### config.mk
export PLATFORM = sky130hd
export DESIGN_NAME = bus_uart_tx
export DESIGN_NICKNAME = d
export VERILOG_FILES = /design/src/rtl/bus_uart_pkg.sv /design/src/rtl/uart_tx_fifo.sv /design/src/rtl/bus_uart_tx.sv
export SDC_FILE = /design/constraint.sdc
export NUM_CORES = 1
export LEC_CHECK = 0
export CELL_PAD_IN_SITES_DETAIL_PLACEMENT = 0
export CELL_PAD_IN_SITES_GLOBAL_PLACEMENT = 2
export CORE_AREA = 2 2 133 135
export DETAILED_ROUTE_END_ITERATION = 10
export DIE_AREA = 0 0 135 137
export PLACE_DENSITY_LB_ADDON = 0.1
export SYNTH_ARGS = -nofsm -noshare
export SYNTH_HDL_FRONTEND = slang
export SYNTH_SLANG_ARGS = --single-unit
export TNS_END_PERCENT = 1
### constraint.sdc
create_clock -name clk -period 4.65 [get_ports clk]
set_clock_uncertainty 0.05 [all_clocks]
set_input_delay 0.93 -clock clk [delete_from_list [all_inputs] [get_ports clk]]
set_output_delay 0.93 -clock clk [all_outputs]
set_load 0.01 [all_outputs]
### src/rtl/bus_uart_pkg.sv
// Shared definitions for the bus-mapped UART transmitter: register map,
// STATUS bit positions and the transmit FSM state encoding.
package bus_uart_pkg;

    localparam logic [3:0] OFF_TXDATA  = 4'h0;
    localparam logic [3:0] OFF_STATUS  = 4'h4;
    localparam logic [3:0] OFF_BAUDDIV = 4'h8;

    // Only addr[3:2] selects a register, so decoding compares word indices.
    localparam logic [1:0] IDX_TXDATA  = OFF_TXDATA[3:2];
    localparam logic [1:0] IDX_STATUS  = OFF_STATUS[3:2];
    localparam logic [1:0] IDX_BAUDDIV = OFF_BAUDDIV[3:2];

    localparam int STAT_EMPTY   = 0;
    localparam int STAT_FULL    = 1;
    localparam int STAT_BUSY    = 2;
    localparam int STAT_OVF     = 3;
    localparam int STAT_CNT_LSB = 4;
    localparam int STAT_CNT_W   = 4;

    typedef enum logic [1:0] {
        IDLE  = 2'd0,
        START = 2'd1,
        DATA  = 2'd2,
        STOP  = 2'd3
    } tx_state_e;

endpackage

### src/rtl/uart_tx_fifo.sv
// Byte FIFO feeding the UART transmitter. A push at full is accepted only
// when a pop happens in the same cycle, so the caller never loses the head.
module uart_tx_fifo #(
    parameter int DEPTH = 4
) (
    input  logic                   clk,
    input  logic                   reset,
    input  logic                   push,
    input  logic                   pop,
    input  logic [7:0]             din,
    output logic [7:0]             dout,
    output logic                   full,
    output logic                   empty,
    output logic [$clog2(DEPTH):0] count
);

    localparam int AW = $clog2(DEPTH);
    localparam int CW = AW + 1;

    logic [7:0]    mem_q [DEPTH];
    logic [AW-1:0] rd_ptr_q, rd_ptr_d;
    logic [AW-1:0] wr_ptr_q, wr_ptr_d;
    logic [CW-1:0] count_q, count_d;
    logic          do_push, do_pop;

    always_comb begin
        do_pop   = pop && (count_q != '0);
        do_push  = push && ((count_q != CW'(DEPTH)) || do_pop);
        rd_ptr_d = rd_ptr_q;
        wr_ptr_d = wr_ptr_q;
        count_d  = count_q;
        if (do_push) begin
            wr_ptr_d = wr_ptr_q + AW'(1);
        end
        if (do_pop) begin
            rd_ptr_d = rd_ptr_q + AW'(1);
        end
        case ({do_push, do_pop})
            2'b10:   count_d = count_q + CW'(1);
            2'b01:   count_d = count_q - CW'(1);
            default: count_d = count_q;
        endcase
    end

    always_ff @(posedge clk or negedge reset) begin
        if (!reset) begin
            rd_ptr_q <= '0;
            wr_ptr_q <= '0;
            count_q  <= '0;
        end else begin
            rd_ptr_q <= rd_ptr_d;
            wr_ptr_q <= wr_ptr_d;
            count_q  <= count_d;
        end
    end

    // Storage needs no reset: an entry is only read after it has been written.
    always_ff @(posedge clk) begin
        if (do_push) begin
            mem_q[wr_ptr_q] <= din;
        end
    end

    assign dout  = mem_q[rd_ptr_q];
    assign full  = (count_q == CW'(DEPTH));
    assign empty = (count_q == '0);
    assign count = count_q;

endmodule

### src/rtl/bus_uart_tx.sv
// Memory-mapped 8N1 UART transmitter: TXDATA/STATUS/BAUDDIV register file,
// transmit FIFO and a four-state serializer with a programmable bit period.
module bus_uart_tx
    import bus_uart_pkg::*;
#(
    parameter int FIFO_DEPTH = 4,
    parameter int BAUD_RESET = 867
) (
    input  logic        clk,
    input  logic        reset,
    input  logic        sel,
    input  logic        we,
    input  logic [3:0]  addr,
    input  logic [31:0] wData,
    output logic [31:0] rData,
    output logic        tx,
    output logic        txDone
);

    localparam int CW = $clog2(FIFO_DEPTH) + 1;

    tx_state_e     state_q, state_d;
    logic [7:0]    shift_q, shift_d;
    logic [2:0]    bit_cnt_q, bit_cnt_d;
    logic [15:0]   baud_cnt_q, baud_cnt_d;
    logic [15:0]   baud_cur_q, baud_cur_d;
    logic [15:0]   bauddiv_q, bauddiv_d;
    logic          ovf_q, ovf_d;
    logic          tx_q, tx_d;

    logic [1:0]    reg_idx;
    logic          wr_en, push_req, fifo_pop, bit_end;
    logic          fifo_full, fifo_empty;
    logic [7:0]    fifo_dout;
    logic [CW-1:0] fifo_count;
    logic          unused_bits;

    assign reg_idx     = addr[3:2];
    assign wr_en       = sel && we;
    assign push_req    = wr_en && (reg_idx == IDX_TXDATA);
    assign unused_bits = ^{addr[1:0], wData[31:16]};

    uart_tx_fifo #(
        .DEPTH (FIFO_DEPTH)
    ) u_fifo (
        .clk   (clk),
        .reset (reset),
        .push  (push_req),
        .pop   (fifo_pop),
        .din   (wData[7:0]),
        .dout  (fifo_dout),
        .full  (fifo_full),
        .empty (fifo_empty),
        .count (fifo_count)
    );

    // A dropped push sets overflow; a push that coincides with a pop is not a drop.
    always_comb begin
        bauddiv_d = bauddiv_q;
        ovf_d     = ovf_q;
        if (wr_en && (reg_idx == IDX_BAUDDIV)) begin
            bauddiv_d = wData[15:0];
        end
        if (push_req && fifo_full && !fifo_pop) begin
            ovf_d = 1'b1;
        end else if (wr_en && (reg_idx == IDX_STATUS) && wData[STAT_OVF]) begin
            ovf_d = 1'b0;
        end
    end

    always_comb begin
        rData = '0;
        if (sel) begin
            case (reg_idx)
                IDX_STATUS: begin
                    rData[STAT_EMPTY] = fifo_empty;
                    rData[STAT_FULL]  = fifo_full;
                    rData[STAT_BUSY]  = (state_q != IDLE);
                    rData[STAT_OVF]   = ovf_q;
                    rData[STAT_CNT_LSB +: STAT_CNT_W] = STAT_CNT_W'(fifo_count);
                end
                IDX_BAUDDIV: rData[15:0] = bauddiv_q;
                default:     rData = '0;
            endcase
        end
    end

    // baud_cur holds the divisor of the bit in flight, so a BAUDDIV write
    // only takes effect from the next bit boundary.
    always_comb begin
        state_d    = state_q;
        shift_d    = shift_q;
        bit_cnt_d  = bit_cnt_q;
        baud_cnt_d = baud_cnt_q;
        baud_cur_d = baud_cur_q;
        fifo_pop   = 1'b0;
        bit_end    = (baud_cnt_q == baud_cur_q);

        if (state_q != IDLE) begin
            baud_cnt_d = bit_end ? 16'd0 : baud_cnt_q + 16'd1;
            if (bit_end) begin
                baud_cur_d = bauddiv_q;
            end
        end

        case (state_q)
            IDLE: begin
                if (!fifo_empty) begin
                    fifo_pop   = 1'b1;
                    shift_d    = fifo_dout;
                    state_d    = START;
                    baud_cnt_d = 16'd0;
                    baud_cur_d = bauddiv_q;
                end
            end
            START: begin
                if (bit_end) begin
                    state_d   = DATA;
                    bit_cnt_d = 3'd0;
                end
            end
            DATA: begin
                if (bit_end) begin
                    shift_d   = {1'b0, shift_q[7:1]};
                    bit_cnt_d = bit_cnt_q + 3'd1;
                    if (bit_cnt_q == 3'd7) begin
                        state_d = STOP;
                    end
                end
            end
            STOP: begin
                if (bit_end) begin
                    if (!fifo_empty) begin
                        fifo_pop = 1'b1;
                        shift_d  = fifo_dout;
                        state_d  = START;
                    end else begin
                        state_d = IDLE;
                    end
                end
            end
            default: state_d = IDLE;
        endcase

        case (state_d)
            START:   tx_d = 1'b0;
            DATA:    tx_d = shift_d[0];
            default: tx_d = 1'b1;
        endcase
    end

    always_ff @(posedge clk or negedge reset) begin
        if (!reset) begin
            state_q    <= IDLE;
            shift_q    <= '0;
            bit_cnt_q  <= '0;
            baud_cnt_q <= '0;
            baud_cur_q <= 16'(BAUD_RESET);
            bauddiv_q  <= 16'(BAUD_RESET);
            ovf_q      <= 1'b0;
            tx_q       <= 1'b1;
        end else begin
            state_q    <= state_d;
            shift_q    <= shift_d;
            bit_cnt_q  <= bit_cnt_d;
            baud_cnt_q <= baud_cnt_d;
            baud_cur_q <= baud_cur_d;
            bauddiv_q  <= bauddiv_d;
            ovf_q      <= ovf_d;
            tx_q       <= tx_d;
        end
    end

    assign tx     = tx_q;
    assign txDone = fifo_empty && (state_q == IDLE);

endmodule

==> results by group <==
Synthesis
  • Main combinational cell family by area after synthesis: multiplexers
  • Post-synthesis mux area share: 13.4%
  • Yosys warns: 0
  • Register area share after synthesis: a little over half
  • Synth Area in Compound Gates: a little under a tenth
  • Most common library cells after synthesis: dfrtp_1, o21ai_0, mux2_2
  • Post-synthesis xor/xnor area fraction: 4.16%
  • Yosys top cell area share: about 28%
  • Top_reg_cell synth: dfrtp_1
  • Syn Area/Cell: about 12 sq um
  • Netlist cell types: 50
  • Synthesized area: a little over 5000 sq um
  • Mapped Cells: 414
  • Post-Synth Simple-Gate Area: ~10%
  • Seq cells post-synth: 102
  • Adder-cell share of the synthesized area: just over 4%
  • Asr flop ratio synth: between 60% and 70%
  • Cell accounting for the most synthesized area: dfrtp_1
  • EDFF count, synth: 32
  • Top-count cell post-synth: dfrtp_1
  • Top cells by area, synth: dfrtp_1, edfxtp_1, mux2_2, dfstp_2, ha_1

Worst setup path
  • Required @ worst endpoint: 3.67 ns
  • Reg2reg start: baud_cur_q[9]
  • Critical path arrival: 2.87 ns
  • Critical path fanouts, max: 17
  • Register-to-Register Path Depth: 11
  • Critical path class: in2out
  • Worst setup EP type: primary output
  • Reg2Reg Setup Slack: 1.22 ns
  • Reg2reg end: u_fifo.count[2]
  • Crit start category: primary input

Hold path
  • Hold wc startpoint: ovf_q
  • Hold endpoint: ovf_q
  • Hold WC Path Type: reg2reg
  • Min-Delay Path Depth: 2

Clock tree
  • H-tree depth: 3
  • Post-cts sizing count: 0
  • CTS Buffer Depth: 2
  • Hold buffer count at cts: 0
  • Post-CTS Setup Repair Bufs: 0
  • Clock root cell: clkbuf_16
  • Clk slew on worst S/H paths: 0.07 ns
  • CTS tree: built
  • Worst skew pair latency: about 0.36 ns
  • CTS Buf Count: 9
  • Num Clock Sinks: between 100 and 150

Floorplanning
  • Initial core utilization: between 20% and 30%
  • Die width: around 140 microns
  • Height of the die: roughly 140 microns
  • Core Box Area: 17100 sq um
  • FP Rows: 48
  • Die area: 18500 sq um
  • Num ports: between 70 and 80

Pwr
  • P_leak: 2.36 nW
  • P_sw: approximately 0.0011 W
  • Sw Share: 34.5%
  • Clk pwr share: 24.6%
  • Sequential fraction of design power: 43.5%
  • Gate power share: about a third
  • PD cells: around 540 nW/um^2
  • VDD IR max: roughly 0.21 mV
  • Pint: just over 0.002 W

Timing
  • Fmax: around 260 MHz
  • Unrepaired setup endpoints after global routing: false
  • Pins Over Slew Limit: 0
  • Setup TNS Final: 0 ns
  • Relative slew margins: 33.2%
  • Final hold vios: 0
  • Final worst-path cycle share: between 80% and 90%
  • Post-route minimum period: roughly 3.9 ns
  • Worst-Margin Slew: ~1 ns
  • Setup violations, final: 0

Cells and area
  • Fin nets: about 500
  • Area growth syn-to-layout: 17.0%
  • Layout cells sized above 1: roughly 18%
  • Antenna diodes: 0
  • Final std cells w/o fill: ~680

Placement
  • Placed instance count: roughly 660
  • Final HPWL from detailed placement: just under 8 mm
  • Input/output buffers: 39
  • Final GP Congestion: 0.720

Routing
  • Drt total wl: ~11 mm
  • Vias per cell: 4.67
  • WL/cell: around 17 microns
  • Iter 0 DRT Violations: between 200 and 250
  • Final ANT Viol Nets: 0
  • Via count: 3162
  • Drt drc: 0
  • Drt pass-1 iters: 4

GRT
  • Pin count of the biggest net entering global routing: around 70
  • GR Overflow Total: 0
  • Global-route wire length before repair: 18.3 mm
  • GRT Resource Usage Total: 13.2%
  • Number of global-route vias before repair: 3187
  • Initial antenna violation count: 0

Run
  • MaxCap Viol Count: 0

Run status
  • Outcome: complete, no violations
[how the worst max path moves through the flow]
stage	from	slack [ns]	to
floorplan	addr[2]	1.82	rData[2]
global route	addr[2]	0.60	rData[0]
CTS	addr[2]	0.81	rData[0]
finish	addr[2]	0.80	rData[4]
detailed placement	addr[2]	0.82	rData[0]
global placement	addr[2]	0.81	rData[2]
[sequential cells by signal, indices dropped and copies added (netlist names)]
| name | cells |
|---|---|
| u_fifo.wr_ptr_q | 2 |
| shift_q | 8 |
| bit_cnt_q | 3 |
| state_q | 2 |
| u_fifo.count | 3 |
| baud_cnt_q | 16 |
| u_fifo.rd_ptr_q | 2 |
| bauddiv_q | 16 |
| u_fifo.mem_q | 32 |
| tx | 1 |
| baud_cur_q | 16 |
| ovf_q | 1 |
[layout make-up]
| class | instances | area (sq um) |
|---|---|---|
| multi-input combinational | 278 | 2120 |
| timing repair buffer | 43 | 418 |
| fill | 1724 | 11100 |
| inverter | 13 | 48.8 |
| tap | 225 | 282 |
| sequential | 102 | 2730 |
| clock buffer | 9 | 225 |
| clock inverter | 7 | 81.3 |
[worst max-delay path: stages]
cell	delay, ns
clkdlybuf4s50_1	0.43
inv_1	0.09
ha_1	0.51
a22oi_1	0.19
nor2_1	0.16
clkdlybuf4s50_1	0.55
[cell usage in the layout, fill, tap and decap left out, drive strengths merged, types with 5 or more instances in the layout]
cell,synthesis,routed
nand2,25,25
ha,15,15
buf,24,5
mux2i,10,10
nand4,6,6
clkdlybuf4s50,0,38
inv,13,18
a2bb2oi,6,6
a21oi,5,5
clkbuf,12,9
o21ai,35,35
o21a,6,6
mux4,8,8
dfstp,13,13
and3,17,17
nor3,5,5
edfxtp,32,32
nor2,23,23
xnor2,21,21
dfrtp,57,57
mux2,34,34
and2,6,6
conb,1,16
a22oi,6,6
nand3,6,6
[per-stage QoR]
step / hold WS, ns / power (W) / util (%) / area [sq um] / setup slack [ns]
after floorplan: 0.399 / 0.00215 / - / 5110 / 1.82
final: 0.439 / 0.00318 / 34.6 / 5910 / 0.798
after detailed placement: 0.427 / 0.00243 / 32.8 / 5600 / 0.817
after CTS: 0.445 / 0.00323 / 34.6 / 5910 / 0.813
after global routing: 0.499 / 0.00341 / 34.6 / 5910 / 0.603
after global placement: 0.420 / 0.00242 / 32.8 / 5600 / 0.806
[layer usage]
metal,up-vias,global-route usage (%),routed length [microns]
li1,1528,-,-
met1,1561,19.6,5880
met2,62,19.0,4930
met3,11,3.11,393
met4,0,4.17,133
met5,-,0,0
[power by group through the flow]
stage | registers (W) | logic [W] | clock network (W)
2_1_floorplan | 0.00130 | 0.000845 | 0
5_1_grt | 0.00142 | 0.00113 | 0.000856
6_report | 0.00138 | 0.00101 | 0.000783
4_1_cts | 0.00139 | 0.00103 | 0.000806
3_3_place_gp | 0.00140 | 0.00101 | 0
3_5_place_dp | 0.00141 | 0.00103 | 0
[cells by family after synthesis]
kind of cell / count (synthesis)
xor gates and xnor gates: 24
AOI/OAI and AO/OA: 72
other: 1
muxes: 52
adders and majority gates: 16
buffers and inverters: 49
and+or+nand+nor: 98
DFF: 102
No activity file was read; power rests on OpenSTA's default activity.
